--- src/rtl/mips_boot_pkg.sv ---
// rtl/mips_boot_pkg.sv - shared types and constants for the MIPS boot loader
package mips_boot_pkg;

  localparam int LEN_BYTES      = 2;
  localparam int BYTES_PER_WORD = 4;

  typedef enum logic [2:0] {
    IDLE,
    LEN,
    LOAD,
    FLUSH,
    RUN,
    ERR
  } boot_state_e;

endpackage

--- src/rtl/mips_byte_packer.sv ---
// rtl/mips_byte_packer.sv - assembles four stream bytes into a little-endian 32-bit word
module mips_byte_packer
  import mips_boot_pkg::*;
(
  input  logic        clk,
  input  logic        rst_n,
  input  logic        byte_stb,
  input  logic [7:0]  rx_byte,
  input  logic        clear,
  output logic [31:0] word,
  output logic        word_done
);

  logic [1:0]  cnt;
  logic [23:0] lo;

  always_ff @(posedge clk or negedge rst_n) begin
    if (!rst_n) begin
      cnt <= '0;
      lo  <= '0;
    end else if (clear) begin
      cnt <= '0;
      lo  <= '0;
    end else if (byte_stb) begin
      case (cnt)
        2'd0:    lo[7:0]   <= rx_byte;
        2'd1:    lo[15:8]  <= rx_byte;
        2'd2:    lo[23:16] <= rx_byte;
        default: lo        <= '0;
      endcase
      cnt <= cnt + 2'd1;
    end
  end

  // The top byte is taken straight from the stream so the word is complete on the 4th handshake.
  assign word      = {rx_byte, lo};
  assign word_done = byte_stb && (cnt == 2'(BYTES_PER_WORD - 1));

endmodule

--- src/rtl/mips_boot_loader.sv ---
// rtl/mips_boot_loader.sv - streams a length-prefixed image into instruction memory, then releases the core
module mips_boot_loader
  import mips_boot_pkg::*;
#(
  parameter int ADDR_W = 8
) (
  input  logic              clk,
  input  logic              rst_n,
  input  logic              rx_valid,
  output logic              rx_ready,
  input  logic [7:0]        rx_data,
  input  logic              boot_req,
  output logic              imem_we,
  output logic [ADDR_W-1:0] imem_addr,
  output logic [31:0]       imem_wdata,
  output logic              cpu_run,
  output logic              load_err,
  output logic [ADDR_W:0]   words_loaded
);

  localparam logic [16:0]     CAPACITY = 17'(1) << ADDR_W;
  localparam logic [ADDR_W:0] ONE_W    = (ADDR_W + 1)'(1);

  boot_state_e       state, state_nx;
  logic              hdr_cnt;
  logic [7:0]        n_lo;
  logic [ADDR_W:0]   n_words;
  logic [15:0]       n_hdr;
  logic              hs;
  logic              hdr_last;
  logic              last_word;
  logic [31:0]       pk_word;
  logic              pk_done;

  assign hs        = rx_valid && rx_ready;
  assign n_hdr     = {rx_data, n_lo};
  assign hdr_last  = hs && (hdr_cnt == 1'(LEN_BYTES - 1));
  assign last_word = pk_done && ((words_loaded + ONE_W) == n_words);

  mips_byte_packer u_packer (
    .clk       (clk),
    .rst_n     (rst_n),
    .byte_stb  (hs && (state == LOAD)),
    .rx_byte   (rx_data),
    .clear     (state != LOAD),
    .word      (pk_word),
    .word_done (pk_done)
  );

  always_ff @(posedge clk or negedge rst_n) begin
    if (!rst_n) state <= IDLE;
    else        state <= state_nx;
  end

  always_comb begin
    state_nx = state;
    rx_ready = 1'b0;
    case (state)
      IDLE:  state_nx = LEN;
      LEN: begin
        rx_ready = 1'b1;
        if (hdr_last) begin
          if (n_hdr == 16'd0)                 state_nx = FLUSH;
          else if ({1'b0, n_hdr} > CAPACITY)  state_nx = ERR;
          else                                state_nx = LOAD;
        end
      end
      LOAD: begin
        rx_ready = 1'b1;
        if (last_word) state_nx = FLUSH;
      end
      FLUSH: state_nx = RUN;
      RUN:   if (boot_req) state_nx = LEN;
      ERR:   state_nx = ERR;
      default: state_nx = IDLE;
    endcase
  end

  assign cpu_run  = (state == RUN);
  assign load_err = (state == ERR);

  always_ff @(posedge clk or negedge rst_n) begin
    if (!rst_n) begin
      hdr_cnt      <= 1'b0;
      n_lo         <= '0;
      n_words      <= '0;
      imem_we      <= 1'b0;
      imem_addr    <= '0;
      imem_wdata   <= '0;
      words_loaded <= '0;
    end else begin
      imem_we <= 1'b0;
      if (state == LEN) begin
        if (hs) begin
          hdr_cnt <= ~hdr_cnt;
          if (!hdr_last) n_lo    <= rx_data;
          else           n_words <= n_hdr[ADDR_W:0];
        end
      end else begin
        hdr_cnt <= 1'b0;
      end
      if ((state_nx == LEN) && (state != LEN)) words_loaded <= '0;
      // Word index is the running count, so addresses restart at 0 for every load.
      if (pk_done) begin
        imem_we      <= 1'b1;
        imem_addr    <= words_loaded[ADDR_W-1:0];
        imem_wdata   <= pk_word;
        words_loaded <= words_loaded + ONE_W;
      end
    end
  end

endmodule
--- config.mk ---
export PLATFORM = sky130hd
export DESIGN_NAME = mips_boot_loader
export DESIGN_NICKNAME = d
export VERILOG_FILES = /design/src/rtl/mips_boot_pkg.sv /design/src/rtl/mips_byte_packer.sv /design/src/rtl/mips_boot_loader.sv
export SDC_FILE = /design/constraint.sdc
export NUM_CORES = 1
export LEC_CHECK = 0
export CELL_PAD_IN_SITES_DETAIL_PLACEMENT = 0
export CELL_PAD_IN_SITES_GLOBAL_PLACEMENT = 1
export CORE_MARGIN = 8
export CORE_UTILIZATION = 44
export DETAILED_ROUTE_END_ITERATION = 12
export GPL_ROUTABILITY_DRIVEN = 0
export GPL_TIMING_DRIVEN = 0
export PLACE_DENSITY_LB_ADDON = 0.1
export SLEW_MARGIN = 20
export SYNTH_ARGS = -nofsm -noshare
export SYNTH_HDL_FRONTEND = slang
export SYNTH_SLANG_ARGS = --single-unit
--- constraint.sdc ---
create_clock -name clk -period 6.3 [get_ports clk]
set_clock_uncertainty 0.05 [all_clocks]
set_input_delay 1.26 -clock clk [delete_from_list [all_inputs] [get_ports clk]]
set_output_delay 1.26 -clock clk [all_outputs]
set_load 0.1 [all_outputs]
==> summary.txt <==
Setup path
  – CP max stage delay: 1140 ps
  – Worst Reg2Reg Path Length in Cells: 9
  – R2R Path Start: state[0]
  – CP startpoint kind: register
  – Worst setup path class: register to output port
  – Family with the most delay on the worst path: buffers and inverters
  – Worst R2R End: imem_wdata[29]
  – Worst-path fanout max: 10
  – CP max-delay cell: clkdlybuf4s50_1
  – CP Data Required Time: 4990 ps
  – WP buf/inv: 2
  – CP Cell Sequence: clkbuf_1 -> xnor2_1 -> nor2_1 -> clkdlybuf4s50_1
  – Internal reg-to-reg setup slack: 3910 ps
  – CP endpoint kind: output port
  – Crit path arrival time: 2420 ps

Global route
  – First-pass GRT wire length: 16700 um
  – Tot GR Track Use: 16.2%
  – Initial antenna violation count: 0
  – Gr ovfl total: 0
  – Vias in the first global route: 3367
  – Largest net degree at the start of global routing: 51

Logic synthesis
  – Cells after Synth: 450
  – Area share of the largest cell type after synthesis: 57.3%
  – Combinational family with the most area after synthesis: simple AND/OR/NAND/NOR gates
  – Synth warnings: 0
  – Synth Area in Compound Gates: 6.76%
  – Post-synthesis simple-gate area fraction: 23.1%
  – Sequential share of the synthesized area: 57.3%
  – Post-Synth Adder-Cell Area: 1.48%
  – Syn Area/Cell: 9.42 um2
  – Synthesized net count: 467
  – Area share of xor/xnor cells in the synthesized design: 3.51%
  – Mux share of post-synthesis cell area: 4.52%
  – Post-Syn Area: 0.00424 mm2
  – Post-synth top area cell: dfrtp_1
  – Largest cells by area after synthesis: dfrtp_1, nand2_1, mux2_2, nand3_1, a21oi_1
  – Unique masters post-synth: 36
  – #FFs+latches synth: 97

Run
  – Max-cap check violation count: 0

Drt
  – Routed len/inst: 15.1 um
  – Post-route ant nets: 0
  – # DRC: 0
  – Detailed-route via count: 3348
  – Avg Vias per Cell: 5.06
  – Initial DRC Count: 155
  – DR pass1 iterations: 5
  – Final wirelength: 10000 um

Timing
  – Setup violations, final: 0
  – RSZ-0062 raised after global routing: false
  – Fmax: 268 MHz
  – Sum Neg Setup Slack: 0 ps
  – Max_slew headroom: 34.5%
  – Worst Max-Slew Pin Slew: 979 ps
  – Min cycle time layout: 3730 ps
  – Worst hold slack: 426 ps
  – Hold Vio Cnt, Final: 0
  – Final period util: 59.1%
  – Final-report max-slew violation count: 0

Finish
  – Filler cell count: 938
  – Most frequent cells in the layout: nand2_1, dfrtp_1, clkdlybuf4s50_1
  – Synthesis-to-finish area growth: 23.7%
  – Area of the multi-input gates: 0.00167 mm2
  – Ratio of cells with drive above 1 in the final layout: 7.94%
  – Commonest non-fill, non-tap cell in the layout: nand2_1
  – Number of diodes: 0
  – Register area: 0.00243 mm2
  – Nets@finish: 541

CTS
  – Post-CTS Setup Inserts: 0
  – Root buf cell: clkbuf_8
  – Clock Sinks: 97
  – Cts repair resizes: 0
  – Hold Buf Count CTS: 0
  – H-tree level count: 3
  – Buffer depth of the longest clock path: 2
  – Clock transition at the registers of the reported paths: 90 ps
  – CTS tree: built
  – TritonCTS buffer count: 9
  – Worst-Skew Late Latency: 360 ps

Floorplanning
  – Initial Utilization: 44.4%
  – Core box area: 0.00955 mm2
  – Die Area: 0.0130 mm2
  – Die W: 114 um
  – I/O pin total: 65
  – Die Y: 114 um
  – Rows: 36

Worst hold path
  – Hold path startpoint: imem_wdata[5]
  – Hold depth: 2
  – Hold Path Sink: imem_wdata[5]
  – Tightest Hold Check Type: register to register

Place
  – DPL Wire Length: 7060 um
  – Port bufs: 62

Power and ir drop
  – Leakage power: 2.42 nW
  – Power Density: 255 mW/mm2
  – Peak ir drop on the vdd network: 0.101 mV

Run status
  – Outcome: completed
-- cell usage after synthesis --
| master | instances |
|---|---|
| ha_1 | 5 |
| nand3_1 | 27 |
| inv_1 | 4 |
| nor4b_1 | 1 |
| o21a_1 | 1 |
| a211oi_1 | 1 |
| o21bai_1 | 1 |
| o32ai_1 | 1 |
| xor2_1 | 7 |
| o31ai_1 | 1 |
| and3b_1 | 1 |
| nand2_1 | 155 |
| or3b_1 | 1 |
| nand4_1 | 1 |
| dfrtp_1 | 97 |
| a22o_1 | 1 |
| o22ai_1 | 1 |
| xnor2_1 | 10 |
| nor2b_1 | 3 |
| nor3_1 | 5 |
| or2_1 | 1 |
| nor4_1 | 3 |
| nand2b_1 | 4 |
| or2_2 | 2 |
| mux2_2 | 17 |
| o21ai_0 | 18 |
| buf_6 | 2 |
| buf_2 | 5 |
| nor2_1 | 15 |
| a21oi_1 | 26 |
| a31oi_1 | 2 |
| buf_1 | 1 |
| nor4_2 | 1 |
| and3_1 | 6 |
| clkbuf_1 | 21 |
| nor3b_1 | 2 |
-- report_power, final --
part	switching (W)	internal, W
clock	0.000205	0.000194
sequential	0.0000433	0.000680
combinational	0.000112	0.000102
total	0.000360	0.000976
-- sequential cells by signal, summed over array words and instances (netlist names) --
| signal | cells |
|---|---|
| words_loaded | 9 |
| state | 3 |
| n_words | 9 |
| imem_addr | 8 |
| u_packer.lo | 24 |
| imem_wdata | 32 |
| n_lo | 8 |
| hdr_cnt | 1 |
| u_packer.cnt | 2 |
| imem_we | 1 |
-- stage by stage --
stage	instance area [um2]	setup slack, ps	cells	total power, W	utilization (%)
after detailed placement	5050	2930	646	0.000953	52.9
final	5240	2570	662	0.00134	54.9
after global routing	5240	2410	662	0.00139	54.9
after global placement	5030	281	645	0.000944	52.6
after CTS	5240	2530	662	0.00135	54.9
after floorplan	4240	3020	450	0.000887	-
-- layer usage --
layer  global-route usage (%)  wire, um  vias to the layer above
met5                        0         0                        -
met4                     4.70       129                        0
met3                     5.01       594                       11
met2                     26.3      4770                       86
met1                     20.2      4520                     1633
li1                         -         -                     1618
-- worst max-delay path by stage --
stage,cells after the start,end,from
detailed placement,4,rx_ready,state[1]
global route,4,rx_ready,state[1]
CTS,4,rx_ready,state[1]
global placement,1,imem_we,rst_n
floorplan,3,rx_ready,state[1]
finish,4,rx_ready,state[1]
-- cells by family (layout without fill, tap and decap cells) --
group,after synthesis,in the layout
DFF,97,97
AOI/OAI and AO/OA,53,53
adders and majority gates,5,5
buffers and inverters,33,112
and+or+nand+nor,228,228
xor gates and xnor gates,17,17
muxes,17,17
-- area by class of cell --
type	count	area share, %
buffer	29	2.48
inverter	4	0.286
timing repair buffer	63	12.4
tap	133	3.17
multi-input combinational	320	31.8
clock inverter	3	0.764
sequential	97	46.3
clock buffer	13	2.84
-- tightest hold or removal path, cell delays in order (launching register included) --
cell	delay, ps
dfrtp_1	350
nand2_1	50
nand2_1	50
Note: power is estimated with default switching activity, not from simulation.
